`src/rtl/data_cache_pkg.sv`:
```
// Shared types and width constants for the direct-mapped write-back data cache.
// Imported by the cache top level and its per-set storage array.
package cache_types;

    localparam int ADDR_W       = 32;
    localparam int WORD_W       = 32;
    localparam int BE_W         = 4;
    localparam int DEF_S_INDEX  = 3;
    localparam int DEF_S_OFFSET = 5;
    localparam int DEF_TAG_W    = ADDR_W - DEF_S_INDEX - DEF_S_OFFSET;
    localparam int DEF_LINE_W   = 8 << DEF_S_OFFSET;

    typedef enum logic [1:0] {
        ST_IDLE      = 2'b00,
        ST_WRITEBACK = 2'b01,
        ST_ALLOCATE  = 2'b10
    } cache_state_e;

    // Byte-lane merge used for CPU store hits into a stored word.
    function automatic logic [WORD_W-1:0] merge_bytes(
        input logic [WORD_W-1:0] old_word,
        input logic [WORD_W-1:0] new_word,
        input logic [BE_W-1:0]   be
    );
        logic [WORD_W-1:0] res;
        res = old_word;
        for (int b = 0; b < BE_W; b++) begin
            if (be[b]) begin
                res[b*8 +: 8] = new_word[b*8 +: 8];
            end else begin
                res[b*8 +: 8] = old_word[b*8 +: 8];
            end
        end
        return res;
    endfunction

endpackage

```
`src/rtl/data_cache_array.sv`:
```
// Per-set storage: valid/dirty flags (reset), tag and line data (no reset).
// Supports a full-line fill or a byte-enabled single-word store per cycle.
module cache_array
    import cache_types::*;
#(
    parameter int S_INDEX  = DEF_S_INDEX,
    parameter int S_OFFSET = DEF_S_OFFSET
) (
    input  logic                                  clk,
    input  logic                                  rst,
    input  logic [S_INDEX-1:0]                    index,
    input  logic [S_OFFSET-3:0]                   word_sel,
    input  logic                                  line_load,
    input  logic [(8<<S_OFFSET)-1:0]              line_in,
    input  logic                                  word_we,
    input  logic [BE_W-1:0]                       word_be,
    input  logic [WORD_W-1:0]                     word_in,
    input  logic                                  valid_load,
    input  logic                                  valid_in,
    input  logic                                  dirty_load,
    input  logic                                  dirty_in,
    input  logic                                  tag_load,
    input  logic [ADDR_W-S_INDEX-S_OFFSET-1:0]    tag_in,
    output logic                                  valid_out,
    output logic                                  dirty_out,
    output logic [ADDR_W-S_INDEX-S_OFFSET-1:0]    tag_out,
    output logic [(8<<S_OFFSET)-1:0]              line_out
);

    localparam int SETS   = 1 << S_INDEX;
    localparam int LINE_W = 8 << S_OFFSET;
    localparam int TAG_W  = ADDR_W - S_INDEX - S_OFFSET;

    logic [SETS-1:0]   valid_r;
    logic [SETS-1:0]   dirty_r;
    logic [TAG_W-1:0]  tag_mem_r  [SETS];
    logic [LINE_W-1:0] data_mem_r [SETS];

    // Valid and dirty flags; cleared by reset so every line starts invalid
    always_ff @(posedge clk or negedge rst) begin
        if (!rst) begin
            valid_r <= '0;
            dirty_r <= '0;
        end else begin
            if (valid_load) begin
                valid_r[index] <= valid_in;
            end
            if (dirty_load) begin
                dirty_r[index] <= dirty_in;
            end
        end
    end

    // Tag storage
    always_ff @(posedge clk) begin
        if (tag_load) begin
            tag_mem_r[index] <= tag_in;
        end
    end

    // Line data: a fill takes priority over a word store
    always_ff @(posedge clk) begin
        if (line_load) begin
            data_mem_r[index] <= line_in;
        end else if (word_we) begin
            data_mem_r[index][word_sel*WORD_W +: WORD_W] <=
                merge_bytes(data_mem_r[index][word_sel*WORD_W +: WORD_W], word_in, word_be);
        end
    end

    assign valid_out = valid_r[index];
    assign dirty_out = dirty_r[index];
    assign tag_out   = tag_mem_r[index];
    assign line_out  = data_mem_r[index];

endmodule

```
`src/rtl/data_cache.sv`:
```
// Direct-mapped, write-back, write-allocate data cache with a single-line
// memory port. Hits complete in the request cycle; misses evict then fill.
module data_cache
    import cache_types::*;
#(
    parameter int S_INDEX  = DEF_S_INDEX,
    parameter int S_OFFSET = DEF_S_OFFSET
) (
    input  logic                     clk,
    input  logic                     rst,
    input  logic [ADDR_W-1:0]        mem_address,
    input  logic                     mem_read,
    input  logic                     mem_write,
    input  logic [BE_W-1:0]          mem_byte_enable,
    input  logic [WORD_W-1:0]        mem_wdata,
    output logic [WORD_W-1:0]        mem_rdata,
    output logic                     mem_resp,
    output logic [ADDR_W-1:0]        pmem_address,
    output logic                     pmem_read,
    output logic                     pmem_write,
    output logic [(8<<S_OFFSET)-1:0] pmem_wdata,
    input  logic [(8<<S_OFFSET)-1:0] pmem_rdata,
    input  logic                     pmem_resp
);

    localparam int TAG_W  = ADDR_W - S_INDEX - S_OFFSET;
    localparam int LINE_W = 8 << S_OFFSET;
    localparam int WSEL_W = S_OFFSET - 2;

    cache_state_e      state_r;
    cache_state_e      next_state_s;

    logic [TAG_W-1:0]  addr_tag_s;
    logic [S_INDEX-1:0] index_s;
    logic [WSEL_W-1:0] word_s;
    logic              unused_addr_bits_s;

    logic              req_s;
    logic              hit_s;
    logic              valid_s;
    logic              dirty_s;
    logic [TAG_W-1:0]  tag_s;
    logic [LINE_W-1:0] line_s;

    logic              line_load_s;
    logic              word_we_s;
    logic              valid_load_s;
    logic              valid_in_s;
    logic              dirty_load_s;
    logic              dirty_in_s;
    logic              tag_load_s;

    assign addr_tag_s         = mem_address[ADDR_W-1 -: TAG_W];
    assign index_s            = mem_address[S_OFFSET +: S_INDEX];
    assign word_s             = mem_address[2 +: WSEL_W];
    assign unused_addr_bits_s = ^mem_address[1:0];

    // A simultaneous read and write is serviced as a write, so any strobe is a request
    assign req_s = mem_read | mem_write;
    assign hit_s = valid_s & (tag_s == addr_tag_s);

    cache_array #(
        .S_INDEX  (S_INDEX),
        .S_OFFSET (S_OFFSET)
    ) u_array (
        .clk        (clk),
        .rst        (rst),
        .index      (index_s),
        .word_sel   (word_s),
        .line_load  (line_load_s),
        .line_in    (pmem_rdata),
        .word_we    (word_we_s),
        .word_be    (mem_byte_enable),
        .word_in    (mem_wdata),
        .valid_load (valid_load_s),
        .valid_in   (valid_in_s),
        .dirty_load (dirty_load_s),
        .dirty_in   (dirty_in_s),
        .tag_load   (tag_load_s),
        .tag_in     (addr_tag_s),
        .valid_out  (valid_s),
        .dirty_out  (dirty_s),
        .tag_out    (tag_s),
        .line_out   (line_s)
    );

    // Controller state register
    always_ff @(posedge clk or negedge rst) begin
        if (!rst) begin
            state_r <= ST_IDLE;
        end else begin
            state_r <= next_state_s;
        end
    end

    // Next-state, handshake strobes and array write controls
    always_comb begin
        next_state_s = state_r;
        mem_resp     = 1'b0;
        pmem_read    = 1'b0;
        pmem_write   = 1'b0;
        pmem_address = '0;
        pmem_wdata   = '0;
        line_load_s  = 1'b0;
        word_we_s    = 1'b0;
        valid_load_s = 1'b0;
        valid_in_s   = 1'b0;
        dirty_load_s = 1'b0;
        dirty_in_s   = 1'b0;
        tag_load_s   = 1'b0;
        case (state_r)
            ST_IDLE: begin
                if (req_s && hit_s) begin
                    mem_resp = 1'b1;
                    if (mem_write) begin
                        word_we_s    = 1'b1;
                        dirty_load_s = 1'b1;
                        dirty_in_s   = 1'b1;
                    end else begin
                        word_we_s    = 1'b0;
                    end
                end else if (req_s) begin
                    if (valid_s && dirty_s) begin
                        next_state_s = ST_WRITEBACK;
                    end else begin
                        next_state_s = ST_ALLOCATE;
                    end
                end else begin
                    next_state_s = ST_IDLE;
                end
            end
            ST_WRITEBACK: begin
                pmem_write   = 1'b1;
                pmem_address = {tag_s, index_s, {S_OFFSET{1'b0}}};
                pmem_wdata   = line_s;
                if (pmem_resp) begin
                    next_state_s = ST_ALLOCATE;
                end else begin
                    next_state_s = ST_WRITEBACK;
                end
            end
            ST_ALLOCATE: begin
                pmem_read    = 1'b1;
                pmem_address = {addr_tag_s, index_s, {S_OFFSET{1'b0}}};
                if (pmem_resp) begin
                    line_load_s  = 1'b1;
                    valid_load_s = 1'b1;
                    valid_in_s   = 1'b1;
                    dirty_load_s = 1'b1;
                    dirty_in_s   = 1'b0;
                    tag_load_s   = 1'b1;
                    next_state_s = ST_IDLE;
                end else begin
                    next_state_s = ST_ALLOCATE;
                end
            end
            default: begin
                next_state_s = ST_IDLE;
            end
        endcase
    end

    // Read data is the selected word while idle; an invalid line returns zero
    // so the unreset data array never leaks onto the bus after reset.
    always_comb begin
        mem_rdata = '0;
        if ((state_r == ST_IDLE) && valid_s) begin
            mem_rdata = line_s[word_s*WORD_W +: WORD_W];
        end else begin
            mem_rdata = '0;
        end
    end

endmodule

```
`config.mk`:
```
export PLATFORM = sky130hd
export DESIGN_NAME = data_cache
export DESIGN_NICKNAME = d
export VERILOG_FILES = /design/src/rtl/data_cache_pkg.sv /design/src/rtl/data_cache_array.sv /design/src/rtl/data_cache.sv
export SDC_FILE = /design/constraint.sdc
export NUM_CORES = 2
export LEC_CHECK = 0
export CAP_MARGIN = 5
export CORE_MARGIN = 4
export CORE_UTILIZATION = 40
export DETAILED_ROUTE_END_ITERATION = 16
export PLACE_DENSITY = 0.62
export SETUP_SLACK_MARGIN = 0.1
export SLEW_MARGIN = 10
export SYNTH_ARGS = -nofsm -noshare
export SYNTH_HDL_FRONTEND = slang
export SYNTH_SLANG_ARGS = --single-unit
```
`constraint.sdc`:
```
create_clock -name clk -period 6.5 [get_ports clk]
set_clock_uncertainty 0.05 [all_clocks]
set_input_delay 0.65 -clock clk [delete_from_list [all_inputs] [get_ports clk]]
set_output_delay 0.65 -clock clk [all_outputs]
set_load 0.01 [all_outputs]
```
# Word level (Yosys, flattened, before mapping)
# Memory sizes are Yosys's and may differ from the RTL's.
# Index checks and enable logic that the tools add are counted.
# classes
add_sub_neg	1
magnitude_cmp	2
eq_ne	4
shifts	3
muxes	300
n_bitwise	258
n_reduce_logical	5
# op_table
cell	n
$mux W256	2
$mux W1	272
$or A1 B1 Y1	257
$shift A32 B34 Y256 const A	1
$shiftx A256 B9 Y32	1
$shiftx A32 B34 Y256	1
$mux W8	12
$pmux W32 S2	1
$neg A8 Y34	1
$mux W32	1
$eq A24 B24 Y1	1
$bwmux W8	2
$mux W2	5
$bmux W1 S3	2
$pmux W2 S3	1
$logic_and A1 B1 Y1	4
$lt A3 B4 Y1 const B	1
$demux W1 S3	1
$ge A3 B1 Y1 const B	1
$eq A2 B1 Y1 const B	1
$eq A2 B2 Y1 const B	1
$logic_not A2 Y1	1
$ne A2 B2 Y1 const B	1
$pmux W1 S2	1
$and A1 B1 Y1	1
# totals
ff_bits	18
ramBits	2240
in_bits	329
wordCells	578
memories	2
# mem_list
name	depth	width	read_ports	rd_ports_with_merged_regs	write_ports	line	rtl
u_array.data_mem_r	8	256	1	0	1	data_cache_array.sv:37	logic [LINE_W-1:0] data_mem_r [SETS];
u_array.tag_mem_r	8	24	1	0	1	data_cache_array.sv:36	logic [TAG_W-1:0] tag_mem_r [SETS];

# Depth between registers and ports, before layout
# logic_depth
word_depth	10
ltp_mapped	16
ltp_nobuf	9

# Hierarchy
# Synthesis repeated with hierarchy kept, for this count alone.
# unflattened
cells_unflattened	6062
area_unflattened_um2	97293.3
# modules_own_cells
module	n_inst	cells_each	area_each_um2
cache_array	1	5503	92677.6
data_cache	1	559	4615.7

# Worst setup path after synthesis
# OpenSTA, ideal clock, no wires.
# synth_path
path_kind	input -> register
from	input port mem_address[3]
to	memory u_array.data_mem_r[0][192] in the netlist's numbering (enable)
setup_ps	432
arrival_time_ps	4727
setup_slack_ps	1291
stages	12
cell_sequence	clkbuf_1 -> inv_1 -> clkbuf_1 -> clkbuf_1 -> clkbuf_1 -> ha_1 -> ha_1 -> nor2b_1 -> nand4bb_1 -> or4_1 -> buf_2 -> a21oi_1
# synth_between
elab_chain_len	4
# synth_rtl
item	line	rtl
start, declared	data_cache.sv:11	input logic [ADDR_W-1:0] mem_address,
$neg A8 Y34	data_cache_array.sv:66	data_mem_r[index][word_sel*WORD_W +: WORD_W] <=
$shift A32 B34 Y256	data_cache_array.sv:66	
$mux W256 (implied by the code)	data_cache_array.sv:66	
$or A1 B1 Y1 (no line)	n/a	
end, declared	data_cache_array.sv:37	
# Every way passes these cells.

# Worst setup path after layout
# layout_path
from	input port mem_address[2]
to	output port mem_rdata[25]
# layout_between
elab_chain_len	2
# layout_rtl
item	line	rtl
$shiftx A256 B9 Y32	data_cache.sv:168	mem_rdata = line_s[word_s*WORD_W +: WORD_W];
$mux W32	data_cache.sv:167	if ((state_r == ST_IDLE) && valid_s) begin
end, declared	data_cache.sv:16	output logic [WORD_W-1:0] mem_rdata,
# Every way passes these cells.

==> flow_summary_export.csv <==
group,metric,value,unit
status,status,"complete, but fails checks",
status,violations,"max-capacitance violations, max-slew violations",
layout,drive_above_1_share,20.6,%
floorplan,fp-row-count,179,
layout,finalNetCount,7074,
timing,final_max_slew_viol_count,5,
synth,avgSynthCellArea,16.3,um2
synth,yosysTopAreaCellShare,70.3,%
synth,ys_dominant_reg_cell,"edfxtp_1",
synth,synth_edf_count,2240,
synth,synth_cell_type_count,101,
synth,synth.most_common_cell,"edfxtp_1",
synth,synth_area_leaders,"edfxtp_1 70%, mux2_2 4.4%, mux2i_1 4.0%, mux4_2 3.1%, a221oi_1 1.7%",
clocking,tritoncts,"yes",
pwr,ir_worst_vdd,251,uV
timing,hold_viol,0,
floorplan,die_w,497,um
floorplan,die-area,247000,um2
grt,grt_pass1_vias,60600,
pwr,power,33100,uW
floorplan,dieHeight,497,um
routing,wl_met3,60300,um
timing,setup_viol,0,
clocking,clk_latency,0.95,ns
routing,post-route-drc-count,0,
placement,hpwl,279000,um
grt,grt_first_pass_wirelength,544000,um
routing,met2_length,174000,um
critical_path,required,5.80,ns
clocking,postCtsSetupBuffers,0,
hold_path,min_path_type,"input pin to asynchronous set/reset pin",
synth,syn_inst,5869,
routing,final_antenna_net_count,0,
layout,fillers,19900,
synth,yosysSeqAreaShare,70.8,%
timing,rsz0062_at_grt,"no",
placement,portBuffers,644,
pwr,power_per_cell_area,285,nW/um2
synth,ys_async_sr_fraction,0.797,%
timing,setup_tns,0,ns
critical_path,cp_max_fo,15,
critical_path,worst_setup_path_start_kind,"input pin",
routing,dr.first_iter.drc_count,12100,
timing,slew_headroom,-5.81,%
layout,final_core_util,48.8,%
grt,antenna_found_initial,61,
routing,viasPerCell,6.51,
critical_path,path_class,"input pin to output pin",
routing,routed_wl,414000,um
clocking,cts.clk_slew.worst_paths,0.06,ns
timing,setup_slack,0.597,ns
synth,syn_area,95700,um2
clocking,cts_htree_levels,4,
routing,dr.pass1.iters,9,
clocking,numCtsBuffers,224,
routing,vias,66000,
critical_path,arrival,5.20,ns
pwr,leakage,0.0380,uW
layout,synthToLayoutAreaGrowth,21.4,%
timing,hold_slack,0.273,ns
clocking,cts.path.max_buffers,3,
routing,met1Wirelength,145000,um
grt,overflow,0,
run,cap_violations,1,
synth,ys_ff_latch,2258,
layout,multiInputGateArea,26200,um2
clocking,cts-root-buf,"clkbuf_16",
routing,post_drt_wl_per_cell,40.9,um
timing,finalCritPeriodShare,90.8,%
floorplan,initial_core_util,40.2,%
critical_path,worst_setup_path_end_kind,"output pin",
floorplan,ios,652,
synth,synth_top_area_cell,"edfxtp_1",
placement,gp_congestion,0.946,
clocking,cts_resized,0,
grt,grt.total_usage,32.3,%
clocking,ctsHoldBuffers,0,
floorplan,fp.coreArea,238000,um2
synth,synth_common_cells,"2240 x edfxtp_1, 386 x mux2i_1, 373 x mux2_2",
synth,yosys_warnings,0,
routing,top_layer,"met5",
timing,worst_pin_slew,1.58,ns
clocking,clock_sinks,2258,
layout,ff_latch_area,67700,um2
grt,grt_max_degree,113,
timing,min_period,5.90,ns
placement,post-place-ws,0.704,ns
timing,fmax,0.169,GHz
-- sequential cells by signal, summed over array words and instances (netlist names) --
signal              cells
state_r                 2
u_array.data_mem_r   2048
u_array.dirty_r         8
u_array.tag_mem_r     192
u_array.valid_r         8
-- routing by layer --
metal	track usage [%]	vias to the layer above
met2	45.7	6051
met5	0	-
met1	41.8	33500
met4	22.4	32
met3	10.8	1081
li1	-	25300
-- power breakdown --
part | switching (uW) | leakage, uW | internal, uW
sequential | 69.6 | 0.0205 | 16300
clock | 5810 | 0.00351 | 7120
combinational | 2590 | 0.0140 | 1140
total | 8470 | 0.0380 | 24600
-- kinds of logic (layout without fill, tap and decap cells) --
family	count (synthesis)	count (layout)	share of synthesized area [%]
DFF	2258	2258	70.8
AOI/OAI and AO/OA	1176	1176	9.02
other	1	42	0.00392
muxes	927	927	12.0
and+or+nand+nor	936	936	5.08
buffers and inverters	553	1607	2.92
xor gates and xnor gates	12	12	0.110
adders and majority gates	6	6	0.0784
-- cell usage in the layout (no fill, tap or decap), types with 122 or more instances in the layout --
master and n:
o21ai_0 137, a21oi_1 131, mux4_2 131, buf_4 343, a22oi_1 140, nor2_1 222, nand2_1 232, inv_1 129
clkbuf_16 224, and2_1 122, a221oi_1 186, mux2_2 373, edfxtp_1 2240, clkdlybuf4s50_1 635, mux2i_1 385
-- cell type report --
class / instances / share of cell area, %
Clock buffer: 271 / 4.98
Multi-Input combinational cell: 3062 / 22.6
Sequential cell: 2258 / 58.3
Inverter: 136 / 0.459
Timing Repair Buffer: 1057 / 8.97
Antenna cell: 37 / 0.0797
Clock inverter: 143 / 1.28
Tap cell: 3167 / 3.41
-- metrics by stage --
step / cell area (um2) / std cells
after detailed placement: 109000 / 9680
after global placement: 109000 / 9680
after global routing: 116000 / 10100
after floorplan: 95700 / 5873
final: 116000 / 10100
after CTS: 116000 / 10100
-- worst max-delay path, stage by stage --
cell,delay (ns)
buf_2,0.54
nand2b_1,0.34
nor2_1,1.25
nand3_1,0.46
o2111ai_1,0.36
or3_1,0.73
nor2_1,0.28
clkdlybuf4s50_1,0.55
-- worst paths after layout --
path                                     startpoint                          to  slack, ns  depth (start not counted)
setup / recovery                     mem_address[2]               mem_rdata[25]       0.60                          8
hold / removal                                  rst          u_array.valid_r[3]       0.27                          1
setup reg to reg           u_array.tag_mem_r[6][12]  u_array.data_mem_r[3][203]       1.92                          8
hold reg to reg                  u_array.valid_r[1]          u_array.valid_r[1]       0.42                          1
max in group asynchronous                       rst          u_array.dirty_r[4]       5.56                          1
min in group clk                 u_array.valid_r[1]          u_array.valid_r[1]       0.42                          1
Power figures use the tool's default switching activity.
